$ cat src/rtl/complex_alu_arb.sv
// -----------------------------------------------------------------------------
// complex_alu_arb
//
// Two-requester round-robin arbiter in front of a single complex-number ALU.
// A granted request is captured in IDLE. The ALU evaluates it in EXEC. The
// result is then held in RESP until the consumer takes it. One operation is in
// flight at a time, and the best-case throughput is one operation every three
// cycles.
//
// Ports
//   clk        : single clock, rising edge
//   rst_n      : asynchronous active-low reset
//   req_valid  : [1:0] per-requester request valid
//   req_op     : [1:0] per-requester op (0 = complex add, 1 = complex multiply)
//   req_a_re   : [2*WIDTH-1:0] operand A real, requester i at [i*WIDTH +: WIDTH]
//   req_a_im   : [2*WIDTH-1:0] operand A imag
//   req_b_re   : [2*WIDTH-1:0] operand B real
//   req_b_im   : [2*WIDTH-1:0] operand B imag
//   req_ready  : [1:0] per-requester accept strobe (combinational, IDLE only)
//   res_valid  : result valid (registered)
//   res_ready  : result consumer ready
//   res_id     : requester index of the held result
//   res_op     : op of the held result
//   res_re     : [WIDTH-1:0] signed result real part (wrapped)
//   res_im     : [WIDTH-1:0] signed result imag part (wrapped)
//   busy       : high whenever the FSM is not in IDLE
// -----------------------------------------------------------------------------
module complex_alu_arb #(
  parameter int WIDTH = 16
) (
  input  logic               clk,
  input  logic               rst_n,
  input  logic [1:0]         req_valid,
  input  logic [1:0]         req_op,
  input  logic [2*WIDTH-1:0] req_a_re,
  input  logic [2*WIDTH-1:0] req_a_im,
  input  logic [2*WIDTH-1:0] req_b_re,
  input  logic [2*WIDTH-1:0] req_b_im,
  output logic [1:0]         req_ready,
  output logic               res_valid,
  input  logic               res_ready,
  output logic               res_id,
  output logic               res_op,
  output logic [WIDTH-1:0]   res_re,
  output logic [WIDTH-1:0]   res_im,
  output logic               busy
);

  typedef enum logic [1:0] {
    IDLE = 2'd0,
    EXEC = 2'd1,
    RESP = 2'd2
  } state_t;

  state_t             state_r;
  logic               last_grant_r;
  logic               id_r;
  logic               op_r;
  logic [WIDTH-1:0]   a_re_r;
  logic [WIDTH-1:0]   a_im_r;
  logic [WIDTH-1:0]   b_re_r;
  logic [WIDTH-1:0]   b_im_r;
  logic               res_valid_r;
  logic               res_id_r;
  logic               res_op_r;
  logic [WIDTH-1:0]   res_re_r;
  logic [WIDTH-1:0]   res_im_r;
  logic               busy_r;

  logic               grant_id_s;
  logic [1:0]         req_ready_s;
  logic               accept_s;
  logic               sel_op_s;
  logic [WIDTH-1:0]   sel_a_re_s;
  logic [WIDTH-1:0]   sel_a_im_s;
  logic [WIDTH-1:0]   sel_b_re_s;
  logic [WIDTH-1:0]   sel_b_im_s;
  logic [WIDTH-1:0]   calc_re_s;
  logic [WIDTH-1:0]   calc_im_s;

  // Round-robin pick: a contended request goes to the requester not served last;
  // a lone request always wins whatever the history.
  always_comb begin
    grant_id_s = 1'b0;
    if (req_valid == 2'b11) begin
      grant_id_s = ~last_grant_r;
    end else if (req_valid[0]) begin
      grant_id_s = 1'b0;
    end else begin
      grant_id_s = 1'b1;
    end
  end

  // Accept strobe. It is only possible in IDLE. It is gated by rst_n so that it
  // stays low during reset even when requests are pending.
  always_comb begin
    req_ready_s = 2'b00;
    if (rst_n && (state_r == IDLE) && (req_valid != 2'b00)) begin
      if (grant_id_s) begin
        req_ready_s = 2'b10;
      end else begin
        req_ready_s = 2'b01;
      end
    end else begin
      req_ready_s = 2'b00;
    end
  end

  assign accept_s = |req_ready_s;

  // Route the granted requester's operand slices to the capture registers.
  always_comb begin
    sel_op_s   = 1'b0;
    sel_a_re_s = '0;
    sel_a_im_s = '0;
    sel_b_re_s = '0;
    sel_b_im_s = '0;
    if (grant_id_s) begin
      sel_op_s   = req_op[1];
      sel_a_re_s = req_a_re[2*WIDTH-1:WIDTH];
      sel_a_im_s = req_a_im[2*WIDTH-1:WIDTH];
      sel_b_re_s = req_b_re[2*WIDTH-1:WIDTH];
      sel_b_im_s = req_b_im[2*WIDTH-1:WIDTH];
    end else begin
      sel_op_s   = req_op[0];
      sel_a_re_s = req_a_re[WIDTH-1:0];
      sel_a_im_s = req_a_im[WIDTH-1:0];
      sel_b_re_s = req_b_re[WIDTH-1:0];
      sel_b_im_s = req_b_im[WIDTH-1:0];
    end
  end

  // Complex add or multiply on the captured operands.
  // The low WIDTH bits of a two's-complement product or sum depend only on
  // the low WIDTH bits of its operands. WIDTH-wide arithmetic therefore
  // produces exactly the low WIDTH bits of the full 2*WIDTH-precision result.
  // That is the wrapped value returned, with no saturation.
  always_comb begin
    calc_re_s = '0;
    calc_im_s = '0;
    case (op_r)
      1'b0: begin
        calc_re_s = a_re_r + b_re_r;
        calc_im_s = a_im_r + b_im_r;
      end
      1'b1: begin
        calc_re_s = (a_re_r * b_re_r) - (a_im_r * b_im_r);
        calc_im_s = (a_re_r * b_im_r) + (a_im_r * b_re_r);
      end
      default: begin
        calc_re_s = '0;
        calc_im_s = '0;
      end
    endcase
  end

  // Main FSM. It captures requests, registers ALU results and runs the result
  // handshake. Reset discards any in-flight operation.
  always_ff @(posedge clk or negedge rst_n) begin
    if (!rst_n) begin
      state_r      <= IDLE;
      last_grant_r <= 1'b1;
      id_r         <= 1'b0;
      op_r         <= 1'b0;
      a_re_r       <= '0;
      a_im_r       <= '0;
      b_re_r       <= '0;
      b_im_r       <= '0;
      res_valid_r  <= 1'b0;
      res_id_r     <= 1'b0;
      res_op_r     <= 1'b0;
      res_re_r     <= '0;
      res_im_r     <= '0;
      busy_r       <= 1'b0;
    end else begin
      case (state_r)
        IDLE: begin
          if (accept_s) begin
            id_r         <= grant_id_s;
            op_r         <= sel_op_s;
            a_re_r       <= sel_a_re_s;
            a_im_r       <= sel_a_im_s;
            b_re_r       <= sel_b_re_s;
            b_im_r       <= sel_b_im_s;
            last_grant_r <= grant_id_s;
            busy_r       <= 1'b1;
            state_r      <= EXEC;
          end else begin
            state_r      <= IDLE;
          end
        end
        EXEC: begin
          res_re_r    <= calc_re_s;
          res_im_r    <= calc_im_s;
          res_id_r    <= id_r;
          res_op_r    <= op_r;
          res_valid_r <= 1'b1;
          state_r     <= RESP;
        end
        RESP: begin
          if (res_ready) begin
            res_valid_r <= 1'b0;
            busy_r      <= 1'b0;
            state_r     <= IDLE;
          end else begin
            state_r     <= RESP;
          end
        end
        default: begin
          res_valid_r <= 1'b0;
          busy_r      <= 1'b0;
          state_r     <= IDLE;
        end
      endcase
    end
  end

  assign req_ready = req_ready_s;
  assign res_valid = res_valid_r;
  assign res_id    = res_id_r;
  assign res_op    = res_op_r;
  assign res_re    = res_re_r;
  assign res_im    = res_im_r;
  assign busy      = busy_r;

endmodule

$ cat config.mk
export PLATFORM = sky130hd
export DESIGN_NAME = complex_alu_arb
export DESIGN_NICKNAME = d
export VERILOG_FILES = /design/src/rtl/complex_alu_arb.sv
export SDC_FILE = /design/constraint.sdc
export NUM_CORES = 1
export LEC_CHECK = 0
export BUFFER_PORTS_ARGS = -buffer_cell sky130_fd_sc_hd__buf_2
export CAP_MARGIN = 30
export CORE_ASPECT_RATIO = 1.4
export CORE_MARGIN = 1.5
export CORE_UTILIZATION = 55
export CTS_BUF_LIST = sky130_fd_sc_hd__clkbuf_8
export CTS_CLUSTER_SIZE = 12
export DETAILED_ROUTE_END_ITERATION = 8
export MAX_ROUTING_LAYER = met4
export PLACE_DENSITY = 0.82
export SLEW_MARGIN = 20
export SYNTH_ARGS = -nofsm -noshare
export SYNTH_HDL_FRONTEND = slang
export SYNTH_SLANG_ARGS = --single-unit
export TNS_END_PERCENT = 10
$ cat constraint.sdc
create_clock -name clk -period 6 [get_ports clk]
set_input_delay 0.6 -clock clk [delete_from_list [all_inputs] [get_ports clk]]
set_output_delay 0.6 -clock clk [all_outputs]
set_load 0.02 [all_outputs]
Word level (Yosys, flattened, before mapping)
Index checks and enable logic that the tools add are counted.
Storage, ports and cells
  bits in registers: 105
  bits of input ports: 135
  output and inout port bits: 38
  word-level logic and storage cells: 57
Cells by class
  add/sub/neg operators: 4
  multiply operators: 4
  eq/ne operators: 5
  multiplexer cells: 18
  bitwise logic cells: 4
  reductions and logical operators: 8
Operators by type and width (count)
  16-bit by 16-bit multiplier with 16-bit output: 4
  16-bit two-way mux: 4
  16-bit case mux with 2 select lines: 2
  16-bit adder: 3
  16-bit subtractor: 1
  1-bit two-way mux: 6
  2-bit two-way mux: 3
  1-bit case mux with 3 select lines: 2
  2-bit case mux with 3 select lines: 1
  2-bit == test, second input constant: 2
  2-bit != test, second input constant: 2
  1-bit inverter: 4
  2-bit AND reduction: 2
  3-bit AND reduction: 1
  2-bit by 1-bit == test with 1-bit output, second input constant: 1
  1-bit logical AND: 2
  2-bit zero test: 1
  2-bit nonzero test: 1
  2-bit OR reduction: 1

Depth between registers and ports, before layout
  depth in word-level cells: 7
  gate-level depth with buffers: 28
  mapped depth without buffers: 26

Least setup slack after synthesis
Ideal clock, no wire load.
  kind: reg-to-reg
  start point: register b_re_r[2]
  end point: register res_re_r[15] (netlist: res_re[15])
  library setup time: 0.083 ns
  data arrival time: 6.568 ns
  required time: 5.917 ns
  slack: -0.650 ns
  stages on the path, launching flop included: 23
  path buffers: 2
  period minus slack after synthesis: 6.650 ns
  cell sequence: dfrtp_1 buf_2 clkbuf_1 and2_1 fa_1 inv_1 fa_1 fa_1 fa_1 fa_1 inv_1 fa_1 fa_1 fa_1 ha_1 or3_1 o211a_1 o21a_1 o21a_1 o41ai_1 xnor2_1 mux2i_1 o21ai_0
On the way
  longest elaborated chain between the ends: 3
  elaborated cells on any way between the ends: 4
  classes of those cells: add/sub: 2; mul: 1; mux: 1
RTL lines
  start, declared: line 61  | logic [WIDTH-1:0] b_re_r;
  start signal, assigned: line 183  | b_re_r <= sel_b_re_s;
  16-bit by 16-bit multiplier with 16-bit output: line 147  | calc_re_s = (a_re_r * b_re_r) - (a_im_r * b_im_r);
  16-bit subtractor: line 147
  16-bit case mux with 2 select lines (*): line 141  | case (op_r)
  end signal, assigned: line 193  | res_re_r <= calc_re_s;
  end, declared: line 66  | logic [WIDTH-1:0] res_re_r;
Every way passes the cells marked *; elsewhere a longest branch is shown, timed or not.
A chain may end at the register's enable or synchronous reset.

Worst setup path in the final report
  start point: register a_im_r[11]
  end point: register res_im_r[15] (netlist: res_im[15])
On the way
  longest elaborated chain between the ends: 3
  elaborated cells on any way between the ends: 4
  classes of those cells: add/sub: 2; mul: 1; mux: 1
RTL lines
  start, declared: line 60  | logic [WIDTH-1:0] a_im_r;
  start signal, assigned: line 182  | a_im_r <= sel_a_im_s;
  16-bit by 16-bit multiplier with 16-bit output: line 148  | calc_im_s = (a_re_r * b_im_r) + (a_im_r * b_re_r);
  16-bit adder: line 148
  16-bit case mux with 2 select lines (*): line 141
  end signal, assigned: line 194  | res_im_r <= calc_im_s;
  end, declared: line 67  | logic [WIDTH-1:0] res_im_r;
Marks and branches as above.

==> metrics.txt <==
outcome=complete, but fails checks; failing checks=design-rule violations, negative setup slack; Placed Instance Area=25200 um2; CP required=6.35 ns; antenna-violating nets left=0; WL final=72100 um; Initial Util=55.5%; synthesized netlist cell count=2403; Avg Cell Area, Syn=9.07 um2; Via density=5.65; Post-synth EDFFs=0; Critical Path Source=a_im_r[11]; Slew Viols, Final=0; Period minus WS final=6.88 ns; GR Overflow Total=0; TritonCTS buffer count=9; WL/cell=22.1 um; share of layout cells above drive strength 1=18.1%; htree depth=3; worst-case clock buffer depth=2; Post-DP HPWL=59300 um; setup TNS=-8.84 ns; via count=18400; vias in the first global route=20500; width of the die=171 um; Reg area=2640 um2; worst slack, placed=-0.931 ns; Post-CTS Hold Buffers=0; P&R area growth vs syn=17.1%; chip height=239 um; Yosys top cell by area=fa_1; Rows=86; clock insertion delay at the later pin of the skew report=0.42 ns; PortBufs=172; Critical Path Sink Type=register; DIE AREA=40900 um2; Fill cells=3127; commonest cells in the netlist=inv_1, fa_1, and2_1; critical path peak fanout=6; Hold Path Class=input pin to asynchronous set/reset pin; Critical R2R Launch=a_im_r[11]; Nets=3453; multi-input logic area=17000 um2; CP Data Arrival Time=7.23 ns; DR pass1 iterations=9; syn nets=3126; final setup margin=-0.883 ns; top cell type's share of synthesized area=34.3%; ys async rst share=100%; total track usage=38.3%; largest net degree at the start of global routing=69; global-route wire length before repair=112000 um; Fmax=0.145 GHz; CTS root buffer=clkbuf_8; fin crit share=115%; CORE AREA=39300 um2; CTS tree=yes; Slew headroom=44.5%; Diodes inserted=0; DRT iter0 DRCs=1568; final setup vio count=18; io pins=173; FF+latch count, synth=105; clk sinks=105; DRC=11; max_cap viols=0; initial antenna violation count=0; clk_skew=0.0360 ns; placer congestion estimate=1.01; Least-Margin Pin Slew=0.831 ns; most area-consuming cells after synthesis=fa_1, ha_1, dfrtp_1, and2_1, inv_1; post-CTS setup buffer count=0; register area share after synthesis=12.1%; Final Hold Violating Endpoints=0; Distinct cells, synth=50; Main synth FF type=dfrtp_1; Worst Setup Start Kind=register; RSZ-0062 raised after global routing=true; critical path class=register to register; Final Instance Area=25500 um2; most frequent cell after synthesis=inv_1; synthesized cell area=21800 um2; register clock-pin slew on the reported worst setup and hold paths=0.15 ns; Worst Reg2Reg Path Length in Cells=21; synth warn=0
[kinds of logic after synthesis]
| family | share of synthesized area [%] |
|---|---|
| simple gates | 16.0 |
| buf+inv | 10.9 |
| fa+ha+maj | 46.6 |
| compound gates | 7.22 |
| xor+xnor | 6.74 |
| flops | 12.1 |
| mux | 0.470 |
[stage by stage]
step | hold WS [ns] | util, % | instances
after floorplan | 0.304 | - | 2403
final | 0.0906 | 65.0 | 3263
after CTS | 0.106 | 64.9 | 3263
after global routing | 0.123 | 65.0 | 3263
after global placement | 0.456 | 64.2 | 3246
after detailed placement | 0.466 | 64.3 | 3247
[repair_timing]
item	4_1_cts	5_1_grt
hold endpoints to repair	0	0
setup endpoints to repair	18	19
resized for setup	16	14
pin swaps	2	5
[final cells by class]
type / instances / share of cell area [%]
flip-flops and latches: 105 / 10.3
repair buffers: 441 / 12.6
clock buffers: 9 / 0.485
inverters: 501 / 7.36
clock inverters: 7 / 0.274
multi-input cells: 1672 / 66.4
well taps: 528 / 2.59
[cells in the final DEF, fill, tap and decap left out, types with 9 or more instances in the layout]
master / n
a21oi_1: 39
a222oi_1: 65
and2_1: 311
buf_12: 24
buf_2: 171
buf_4: 244
clkbuf_8: 9
dfrtp_1: 98
fa_1: 373
ha_1: 207
inv_1: 501
nand2_1: 269
nand2b_1: 9
nand3_1: 10
nor2_1: 47
nor3_1: 21
o21a_1: 12
o21ai_0: 50
xnor2_1: 118
xor2_1: 39
[worst paths after layout]
check | to | slack (ns)
setup / recovery | res_im[15] | -0.88
hold / removal | res_valid | 0.09
setup reg to reg | res_im[15] | -0.88
hold reg to reg | id_r | 0.49
max in group asynchronous | a_im_r[8] | 4.76
min in group clk | b_im_r[12] | 0.39
[flip-flops by register name (all words and copies together), names as in the netlist]
register      flops
a_im_r           16
a_re_r           16
b_im_r           16
b_re_r           16
res_im           16
res_re           16
state_r           2
busy              1
id_r              1
last_grant_r      1
op_r              1
res_id            1
res_op            1
res_valid         1
[metal layers]
layer | vias to the layer above | GRT usage, % | wire, um
met2 | 911 | 61.7 | 35000
met5 | - | - | 0
met1 | 9139 | 41.3 | 24300
li1 | 8000 | - | -
met3 | 372 | 5.94 | 5200
met4 | 0 | 32.3 | 7630
[critical path, cell delays in order (launching register included)]
cell and delay, ns:
dfrtp_1 0.57, buf_4 0.23, buf_4 0.17, and2_1 0.18
fa_1 0.53, fa_1 0.54, fa_1 0.40, inv_1 0.09
fa_1 0.46, fa_1 0.61, fa_1 0.44, fa_1 0.45
fa_1 0.38, xnor2_1 0.21, xnor2_1 0.18, xnor2_1 0.19
xnor2_1 0.18, xnor2_1 0.18, xnor3_2 0.36, xnor2_1 0.14
and2_1 0.16, o31ai_2 0.17
Power is not shown: default switching activity piles up to over one toggle a cycle in this logic, so the estimate is an artifact.
